===== config.mk =====
export PLATFORM = sky130hd
export DESIGN_NAME = iobus_mmio_hub
export DESIGN_NICKNAME = d
export VERILOG_FILES = /design/src/rtl/iobus_pkg.sv /design/src/rtl/sync_fifo.sv /design/src/rtl/iobus_mmio_hub.sv
export SDC_FILE = /design/constraint.sdc
export NUM_CORES = 1
export LEC_CHECK = 0
export CELL_PAD_IN_SITES_DETAIL_PLACEMENT = 1
export CELL_PAD_IN_SITES_GLOBAL_PLACEMENT = 2
export CORE_MARGIN = 1
export CORE_UTILIZATION = 40
export DETAILED_ROUTE_END_ITERATION = 8
export DONT_BUFFER_PORTS = 1
export PLACE_DENSITY_LB_ADDON = 0.1
export SETUP_SLACK_MARGIN = 0.02
export SLEW_MARGIN = 20
export SYNTH_ARGS = -nofsm -noshare
export SYNTH_HDL_FRONTEND = slang
export SYNTH_SLANG_ARGS = --single-unit

===== constraint.sdc =====
create_clock -name clk -period 18.7 [get_ports clk]
set_clock_uncertainty 0.2 [all_clocks]
set_input_delay 3.74 -clock clk [delete_from_list [all_inputs] [get_ports clk]]
set_output_delay 3.74 -clock clk [all_outputs]
set_load 0.02 [all_outputs]

===== src/rtl/iobus_pkg.sv =====
// Shared types and constants for the OTTER I/O bus MMIO hub.
package iobus_pkg;

  localparam logic [31:0] IN_BASE_DEF   = 32'h1100_8000;
  localparam logic [31:0] OUT_BASE_DEF  = 32'h1100_C000;
  localparam logic [31:0] GPU_ADDR_DEF  = 32'h1100_C100;
  localparam logic [31:0] STAT_ADDR_DEF = 32'h1100_8100;

  typedef struct packed {
    logic [11:0] data;
    logic [15:0] addr;
  } gpu_wr_t;

  // Status word layout
  localparam int STAT_LEVEL_LSB = 0;
  localparam int STAT_LEVEL_W   = 16;
  localparam int STAT_FULL_BIT  = 16;
  localparam int STAT_EMPTY_BIT = 17;
  localparam int STAT_OVF_BIT   = 31;

endpackage


===== src/rtl/sync_fifo.sv =====
// Single-clock FIFO with occupancy count; a push while full is taken only
// when a pop frees a slot in the same cycle.
module sync_fifo #(
  parameter int WIDTH = 28,
  parameter int DEPTH = 16
) (
  input  logic                     clk,
  input  logic                     rst,
  input  logic                     push,
  input  logic [WIDTH-1:0]         din,
  input  logic                     pop,
  output logic [WIDTH-1:0]         dout,
  output logic                     full,
  output logic                     empty,
  output logic [$clog2(DEPTH):0]   level
);
  localparam int AW = $clog2(DEPTH);
  localparam int LW = AW + 1;

  logic [WIDTH-1:0] mem [DEPTH];
  logic [AW-1:0]    wr_ptr, rd_ptr;
  logic             push_ok, pop_ok;

  assign empty   = (level == '0);
  assign full    = (level == LW'(DEPTH));
  assign pop_ok  = pop && !empty;
  assign push_ok = push && (!full || pop_ok);
  assign dout    = mem[rd_ptr];

  always_ff @(posedge clk or posedge rst) begin
    if (rst) begin
      wr_ptr <= '0;
      rd_ptr <= '0;
      level  <= '0;
    end else begin
      if (push_ok) wr_ptr <= wr_ptr + AW'(1);
      if (pop_ok)  rd_ptr <= rd_ptr + AW'(1);
      case ({push_ok, pop_ok})
        2'b10:   level <= level + LW'(1);
        2'b01:   level <= level - LW'(1);
        default: ;
      endcase
    end
  end

  // Storage carries no reset; validity is tracked by level alone.
  always_ff @(posedge clk) begin
    if (push_ok) mem[wr_ptr] <= din;
  end

endmodule


===== src/rtl/iobus_mmio_hub.sv =====
// MMIO hub: output register bank, input port read mux, posted VRAM write FIFO.
// Define IOBUS_HUB_STATUS_EN to map the FIFO status/overflow register.
module iobus_mmio_hub
  import iobus_pkg::*;
#(
  parameter int          NUM_OUT    = 8,
  parameter int          OUT_W      = 32,
  parameter int          NUM_IN     = 4,
  parameter int          FIFO_DEPTH = 16,
  parameter logic [31:0] IN_BASE    = IN_BASE_DEF,
  parameter logic [31:0] OUT_BASE   = OUT_BASE_DEF,
  parameter logic [31:0] GPU_ADDR   = GPU_ADDR_DEF,
  parameter logic [31:0] STAT_ADDR  = STAT_ADDR_DEF
) (
  input  logic                     clk,
  input  logic                     RST,
  input  logic [31:0]              iobus_addr,
  input  logic [31:0]              iobus_out,
  input  logic                     iobus_wr,
  output logic [31:0]              iobus_in,
  input  logic [NUM_IN*32-1:0]     in_ports,
  output logic [NUM_OUT*OUT_W-1:0] out_regs,
  output logic [NUM_OUT-1:0]       out_strobe,
  output logic                     gpu_valid,
  output logic [15:0]              gpu_addr,
  output logic [11:0]              gpu_data,
  input  logic                     gpu_ready
);
  localparam int LW = $clog2(FIFO_DEPTH) + 1;

  logic [31:0]        out_off, in_off;
  logic               aligned, out_hit, in_hit;
  logic [NUM_OUT-1:0] out_we;
  logic               gpu_push, gpu_pop;
  gpu_wr_t            wr_entry, head;
  logic               fifo_full, fifo_empty;
  logic [LW-1:0]      fifo_level;

  assign aligned = (iobus_addr[1:0] == 2'b00);
  assign out_off = iobus_addr - OUT_BASE;
  assign in_off  = iobus_addr - IN_BASE;
  assign out_hit = aligned && (out_off[1:0] == 2'b00) && (out_off < 32'(4 * NUM_OUT));
  assign in_hit  = aligned && (in_off[1:0] == 2'b00) && (in_off < 32'(4 * NUM_IN));

  always_comb begin
    out_we = '0;
    for (int k = 0; k < NUM_OUT; k++)
      out_we[k] = iobus_wr && out_hit && (out_off[31:2] == 30'(k));
  end

  always_ff @(posedge clk or posedge RST) begin
    if (RST) begin
      out_regs   <= '0;
      out_strobe <= '0;
    end else begin
      out_strobe <= out_we;
      for (int k = 0; k < NUM_OUT; k++)
        if (out_we[k]) out_regs[OUT_W*k +: OUT_W] <= iobus_out[OUT_W-1:0];
    end
  end

  assign gpu_push = iobus_wr && (iobus_addr == GPU_ADDR);
  assign gpu_pop  = gpu_valid && gpu_ready;
  assign wr_entry = '{data: iobus_out[27:16], addr: iobus_out[15:0]};

  sync_fifo #(
    .WIDTH ($bits(gpu_wr_t)),
    .DEPTH (FIFO_DEPTH)
  ) u_fifo (
    .clk   (clk),
    .rst   (RST),
    .push  (gpu_push),
    .din   (wr_entry),
    .pop   (gpu_pop),
    .dout  (head),
    .full  (fifo_full),
    .empty (fifo_empty),
    .level (fifo_level)
  );

  // Head storage is unreset, so mask it while nothing is queued.
  assign gpu_valid = !fifo_empty;
  assign gpu_addr  = fifo_empty ? 16'h0 : head.addr;
  assign gpu_data  = fifo_empty ? 12'h0 : head.data;

`ifdef IOBUS_HUB_STATUS_EN
  logic        ovf, stat_hit;
  logic [31:0] stat_word;

  assign stat_hit = aligned && (iobus_addr == STAT_ADDR);

  // A drop in the same cycle as a clear keeps the flag set.
  always_ff @(posedge clk or posedge RST) begin
    if (RST)                                  ovf <= 1'b0;
    else if (gpu_push && fifo_full && !gpu_pop) ovf <= 1'b1;
    else if (iobus_wr && stat_hit)            ovf <= 1'b0;
  end

  always_comb begin
    stat_word = '0;
    stat_word[STAT_LEVEL_LSB +: STAT_LEVEL_W] = STAT_LEVEL_W'(fifo_level);
    stat_word[STAT_FULL_BIT]  = fifo_full;
    stat_word[STAT_EMPTY_BIT] = fifo_empty;
    stat_word[STAT_OVF_BIT]   = ovf;
  end
`endif

  always_comb begin
    iobus_in = '0;
    if (in_hit)
      for (int k = 0; k < NUM_IN; k++)
        if (in_off[31:2] == 30'(k)) iobus_in = in_ports[32*k +: 32];
`ifdef IOBUS_HUB_STATUS_EN
    if (stat_hit) iobus_in = stat_word;
`endif
  end

  logic unused_bits;
  assign unused_bits = ^{iobus_out, fifo_level, STAT_ADDR};

endmodule


==> results of run 1 <==
-- cell usage in the layout (no fill, tap or decap), types with 5 or more instances in the layout --
cell type | synthesis | layout
sky130_fd_sc_hd__nor4_1 | 54 | 50
sky130_fd_sc_hd__clkbuf_1 | 57 | 25
sky130_fd_sc_hd__a21oi_1 | 38 | 38
sky130_fd_sc_hd__xnor2_1 | 11 | 11
sky130_fd_sc_hd__or4_1 | 6 | 6
sky130_fd_sc_hd__diode_2 | 0 | 16
sky130_fd_sc_hd__nor4_2 | 1 | 5
sky130_fd_sc_hd__nor2_1 | 47 | 43
sky130_fd_sc_hd__mux2_4 | 24 | 24
sky130_fd_sc_hd__mux2_2 | 233 | 233
sky130_fd_sc_hd__and2_1 | 43 | 31
sky130_fd_sc_hd__edfxtp_1 | 448 | 448
sky130_fd_sc_hd__nand2_1 | 15 | 15
sky130_fd_sc_hd__nor3_1 | 22 | 22
sky130_fd_sc_hd__nand4_1 | 14 | 14
sky130_fd_sc_hd__and2_2 | 0 | 11
sky130_fd_sc_hd__clkinv_2 | 0 | 6
sky130_fd_sc_hd__clkinv_1 | 0 | 12
sky130_fd_sc_hd__clkbuf_16 | 0 | 83
sky130_fd_sc_hd__clkbuf_8 | 2 | 6
sky130_fd_sc_hd__a221o_1 | 32 | 32
sky130_fd_sc_hd__o21ai_0 | 7 | 7
sky130_fd_sc_hd__buf_4 | 0 | 35
sky130_fd_sc_hd__mux4_2 | 140 | 140
sky130_fd_sc_hd__inv_1 | 16 | 15
sky130_fd_sc_hd__nand3_1 | 5 | 5
sky130_fd_sc_hd__dfrtp_1 | 277 | 273
sky130_fd_sc_hd__xor2_1 | 6 | 6
sky130_fd_sc_hd__nand2b_1 | 6 | 5
sky130_fd_sc_hd__ha_1 | 10 | 10
sky130_fd_sc_hd__o31ai_1 | 6 | 6
-- flip-flops by register name, indices dropped and copies added (netlist names) --
name           flops
u_fifo.wr_ptr      4
u_fifo.rd_ptr      4
u_fifo.level       5
out_strobe         8
out_regs         256
u_fifo.mem       448
-- kinds of logic (layout without fill, tap and decap cells) --
group / count (synthesis) / count (layout) / synth area share [%]
compound gates: 107 / 107 / 2.74
xor+xnor: 17 / 17 / 0.503
buf+inv: 109 / 198 / 2.11
simple gates: 239 / 239 / 4.58
mux: 399 / 399 / 20.8
other cells: 0 / 16 / 0
fa+ha+maj: 11 / 11 / 0.490
flops: 725 / 725 / 68.8
-- worst max-delay path, stage by stage --
cell and delay [ns]:
sky130_fd_sc_hd__or4_1 0.72, sky130_fd_sc_hd__o41ai_1 0.56, sky130_fd_sc_hd__a21oi_1 0.16, sky130_fd_sc_hd__xnor2_1 0.19
sky130_fd_sc_hd__nand4_1 0.12, sky130_fd_sc_hd__buf_4 0.27, sky130_fd_sc_hd__nor4_1 0.93
-- routing by layer --
layer	vias up	global-route usage, %
met5	-	0
met4	0	9.78
met3	171	5.30
met2	572	41.4
met1	8618	29.9
li1	6492	-
-- area by class of cell --
type	instances	area share, %
flip-flops and latches	725	61.4
clock inverters	31	0.900
multi-input cells	773	26.1
inverters	16	0.203
repair buffers	37	0.859
well taps	959	3.61
clock buffers	114	6.78
diodes	16	0.120
-- worst max path at each step --
stage | from | slack [ns] | end
6_report | iobus_addr[18] | 8.04 | iobus_in[2]
2_1_floorplan | RST | 7.12 | out_regs[0]
4_1_cts | iobus_addr[18] | 8.02 | iobus_in[1]
5_1_grt | iobus_addr[18] | 7.90 | iobus_in[1]
3_5_place_dp | iobus_addr[18] | 8.03 | iobus_in[1]
3_3_place_gp | iobus_addr[9] | 7.97 | iobus_in[1]
-- power breakdown --
group	total, µW	switching (µW)	internal (µW)
Sequential	1790	74.5	1720
Clock	1540	642	898
Combinational	722	365	358
Total	4050	1080	2970
-- stage by stage --
stage	hold slack (ns)	power, µW	cells	setup slack (ns)	cell area (µm²)
after CTS	0.310	4120	2654	8.02	33200
after detailed placement	0.303	2570	2509	8.03	30600
after global routing	0.350	4210	2670	7.90	33200
final	0.313	4050	2671	8.04	33200
after global placement	0.271	2560	2509	7.97	30600
after floorplan	0.255	2380	1607	7.12	29600
==> results.md, run 1 <==
Setup path
- arrival time of the worst setup path: 6.72 ns
- FF-to-FF setup slack: 14.69 ns
- sort of element at the end of the critical path: output port
- type of the worst setup path: in2out
- Worst Path Max Fanout: 32
- worst reg2reg path depth: 11
- endpoint of the worst-slack reg-to-reg timing path: u_fifo.level[4]
- category of the worst setup path launch point: input port
- reg-to-reg startpoint: u_fifo.level[0]
- Critical Path RT: 14.76 ns

Synthesis
- FFs w/ async S/R, synth: 38.2%
- count of state elements after synthesis: 725
- area leader, netlist: sky130_fd_sc_hd__edfxtp_1
- Avg Cell Area, Syn: 18.4 µm²
- cell count after synthesis: 1607
- share of synthesized area occupied by flip-flops and latches: 68.8%
- top-count cell post-synth: sky130_fd_sc_hd__edfxtp_1
- Yosys top cell area share: 45.4%
- cell area after synthesis: 29600 µm²
- number of enable flip-flop cells after synthesis: 448
- YS warnings: 0
- Netlist cell types: 58
- top flip-flop cell by instance count after synthesis: sky130_fd_sc_hd__edfxtp_1
- post-synth net total: 1814
- most area-consuming cells after synthesis: sky130_fd_sc_hd__edfxtp_1, sky130_fd_sc_hd__dfrtp_1, sky130_fd_sc_hd__mux4_2
- Synth top cells by count: sky130_fd_sc_hd__edfxtp_1, sky130_fd_sc_hd__dfrtp_1, sky130_fd_sc_hd__mux2_2

Routing
- routed wire length on met3: 5.21 mm
- count of TritonRoute iterations in the first routing pass: 6
- total wire length after detailed routing: 90.7 mm
- met2 routed WL: 46.5 mm
- via/cell ratio: 5.94
- DRT antenna net count: 0
- detailed router's first-iteration violation count: 1021
- count of vias placed by the detailed router: 15900
- DRC errors left: 30
- routed wire length per instance: 34.0 µm
- routed metal-1 wire length: 35.2 mm
- highest routed metal layer: met4

Power and ir drop
- PwrDens: 122 nW/µm²
- maximum VDD drop: 0.0733 mV
- reported leakage power: 0.0126 µW

Clocking
- clock transition time at the flip-flop clock pins of the worst setup and hold paths: 0.06 ns
- clock latency on the worst-skew pair: 0.61 ns
- clock tree from TritonCTS: done
- total number of H-tree levels: 3
- hold buffer count at CTS: 0
- clock sink total: 725
- clock tree root driver cell: sky130_fd_sc_hd__clkbuf_16
- Post CTS Setup Buffer Count: 0
- clock buffers created by TritonCTS: 80
- quantity of gates resized following cts: 0
- buffer levels on the longest clock path: 3

STA
- clock period minus worst slack: 10.66 ns
- remaining max-slew budget at the tightest pin: 22.5%
- final count of pins violating max slew: 0
- highest clock frequency the design can meet: 93.8 MHz
- Fin. Hold Viols: 0
- Total Negative Setup Slacks: 0 ns
- Period Utilization, post-route: 57.0%
- total setup violations reported at the end of the flow: 0
- Worst Max-Slew Pin Slew: 1.16 ns
- setup repair after global routing missed its margin: false

Place
- Detailed Place HPWL: 57.3 mm
- Final GP Congestion: 1.13
- count of input and output buffers: 0

Global routing
- wire length of the first global-routing pass: 129 mm
- via count of the first global-routing pass: 16900
- global-route usage over all layers: 24.3%
- largest net degree at the start of global routing: 136
- antenna violations before repair: 17
- residual overflow from global routing: 0

Worst hold path
- number of cells traversed by the worst hold path: 1
- worst hold path class: reg2reg
- Hold Path Origin: u_fifo.level[4]
- Hold Crit Endpoint: u_fifo.level[4]

Die
- overall die height: 274 µm
- Core Footprint: 73100 µm²
- die outline area: 75200 µm²
- number of placed I/O pins: 521
- die outline width: 274 µm
- starting density of the core: 40.5%
- number of cell rows: 99

Finish
- FILL cells: 6864
- area delta synth->final: 12.2%
- Layout Utilization: 45.5%
- area taken by flip-flops and latches: 20400 µm²
- area used by multi-input combinational logic: 8690 µm²
- share of cells above drive strength 1: 34.3%
- layout net count: 1840

Outcome
- violated checks: design-rule violations
- outcome: finished, violations left

Flow run
- total of max-cap violations: 0

Power figures use the tool's default switching activity.
==> run 2, diff against run 1 <==
==> constraint.sdc (replaced) <==
create_clock -name clk -period 8.6 [get_ports clk]
set_clock_uncertainty 0.2 [all_clocks]
set_input_delay 1.72 -clock clk [delete_from_list [all_inputs] [get_ports clk]]
set_output_delay 1.72 -clock clk [all_outputs]
set_load 0.02 [all_outputs]
==> results.md, run 2 (synthesis gave the netlist of run 1 again) <==
STA
- setup repair after global routing missed its margin: false, unchanged
- Worst Max-Slew Pin Slew: 1.12 ns, was 1.16 ns
- final count of pins violating max slew: 0, unchanged
- clock period minus worst slack: 6.49 ns
- highest clock frequency the design can meet: 154 MHz
- remaining max-slew budget at the tightest pin: 25.0%, was 22.5%
- slack of the critical path: 2.11 ns, was 8.04 ns
- Total Negative Setup Slacks: 0 ns, unchanged
- Fin. Hold Viols: 0, unchanged
- total setup violations reported at the end of the flow: 0, unchanged
- Period Utilization, post-route: 75.5%

Outcome
- violated checks: design-rule violations, unchanged
- outcome: finished, violations left, unchanged

Power and ir drop
- Overall Power: 9000 µW, was 4050 µW
- maximum VDD drop: 0.254 mV, was 0.0733 mV
- PwrDens: 268 nW/µm², was 122 nW/µm²
- reported leakage power: 0.0128 µW, was 0.0126 µW

Setup path
- crit path max-delay cell type: sky130_fd_sc_hd__nor4_1, unchanged
- sort of element at the end of the critical path: output port, unchanged
- Worst Path Max Fanout: 32, unchanged
- type of the worst setup path: in2out, unchanged
- category of the worst setup path launch point: input port, unchanged
- number of buffer and inverter instances along the worst setup path: 1, unchanged
- max incr delay on CP: 0.81 ns, was 0.93 ns
- ordered list of cells on the worst path: or4_1, o41ai_1, a21oi_1, xnor2_1, nand4_1, buf_4, nor4_1, unchanged
- arrival time of the worst setup path: 4.57 ns, was 6.72 ns
- Critical Path RT: 6.68 ns, was 14.76 ns
- kind of cell adding the most delay to the critical path: simple AND/OR/NAND/NOR gates, unchanged

Global routing
- antenna violations before repair: 10, was 17
- global-route usage over all layers: 24.2%, was 24.3%
- largest net degree at the start of global routing: 167, was 136
- residual overflow from global routing: 0, unchanged
- via count of the first global-routing pass: 17000, was 16900
- wire length of the first global-routing pass: 128 mm, was 129 mm

Finish
- max reg flops: 448, unchanged
- most common cell after layout, fill and taps aside: sky130_fd_sc_hd__edfxtp_1, unchanged
- commonest non-fill, non-tap cells in the layout: sky130_fd_sc_hd__edfxtp_1, sky130_fd_sc_hd__dfrtp_1, sky130_fd_sc_hd__mux2_2, unchanged
- final standard cell count with taps included and fillers excluded: 2698, was 2671
- area delta synth->final: 13.5%, was 12.2%
- layout net count: 1866, was 1840
- post-layout instance area: 33600 µm², was 33200 µm²
- share of cells above drive strength 1: 36.2%, was 34.3%
- Regs by FF count: u_fifo.mem: 448 flops, out_regs: 256 flops, out_strobe: 8 flops, unchanged
- Reg with most FFs: u_fifo.mem, unchanged

Place
- Final GP Congestion: 1.02, was 1.13
- count of input and output buffers: 0, unchanged
- Detailed Place HPWL: 57.3 mm, about the same
- Placement Setup Slack: 2.12 ns, was 8.03 ns
- area post-placement: 30800 µm², was 30600 µm²
- Cells after DPL: 2534, was 2509

Die
- starting density of the core: 40.5%, unchanged
- Core Footprint: 73100 µm², unchanged
- die outline area: 75200 µm², unchanged
- number of placed I/O pins: 521, unchanged
- die outline width: 274 µm, unchanged
- number of cell rows: 99, unchanged
- overall die height: 274 µm, unchanged

Clocking
- quantity of gates resized following cts: 0, unchanged
- Post CTS Setup Buffer Count: 0, unchanged
- clock sink total: 725, unchanged
- buffer levels on the longest clock path: 3, unchanged
- clock transition time at the flip-flop clock pins of the worst setup and hold paths: 0.06 ns, about the same
- clock latency on the worst-skew pair: 0.62 ns, was 0.61 ns
- hold buffer count at CTS: 0, unchanged
- clock tree from TritonCTS: done, unchanged
- clock tree root driver cell: sky130_fd_sc_hd__clkbuf_16, unchanged
- clock buffers created by TritonCTS: 82, was 80
- total number of H-tree levels: 3, unchanged

Routing
- DRT antenna net count: 0, unchanged
- count of vias placed by the detailed router: 15700, was 15900
- count of TritonRoute iterations in the first routing pass: 9, was 6
- routed wire length per instance: 33.2 µm, was 34.0 µm
- detailed router's first-iteration violation count: 1158, was 1021
- via/cell ratio: 5.83, was 5.94
- total wire length after detailed routing: 89.7 mm, was 90.7 mm
- DRC errors left: 20, was 30

Worst hold path
- worst hold path class: reg2reg, unchanged

Flow run
- total of max-cap violations: 0, unchanged

==> run 2: final cells by class <==
class / instances / area [µm²]
well taps: 959 / 1200
fillers: 6868 / 39500
flip-flops and latches: 725 / 20400
clock inverters: 52 / 578
inverters: 16 / 63.8
clock buffers: 100 / 2190
multi-input cells: 773 / 8690
diodes: 12 / 30.0
repair buffers: 61 / 487
==> run 2: final timing paths <==
kind	startpoint	endpoint	slack, ns	cells after the start
worst max-delay path	iobus_addr[18]	iobus_in[9]	2.11	7
worst min-delay path	u_fifo.level[4]	u_fifo.level[4]	0.30	1
worst max register to register	u_fifo.level[0]	u_fifo.level[4]	4.78	11
worst min register to register	u_fifo.level[4]	u_fifo.level[4]	0.30	1
max in group asynchronous	RST	out_regs[42]	5.52	3
min in group asynchronous	RST	out_regs[122]	0.90	2
==> run 2: where the power goes <==
group          internal, µW  switching [µW]
logic                   783             756
clock network          2100            1450
registers              3730             184
==> run 2: metrics by stage <==
step	util, %	hold WS [ns]
2_1_floorplan	-	0.255
3_3_place_gp	42.2	0.270
3_5_place_dp	42.2	0.290
4_1_cts	46.0	0.297
5_1_grt	46.0	0.323
6_report	46.0	0.301
==> run 2: layer usage <==
metal,global-route usage (%),up-vias,wire length [µm]
met2,41.8,507,46700
met1,29.2,8536,34400
met3,4.77,164,4650
met4,10.8,0,3860
li1,-,6531,-
met5,0,-,0
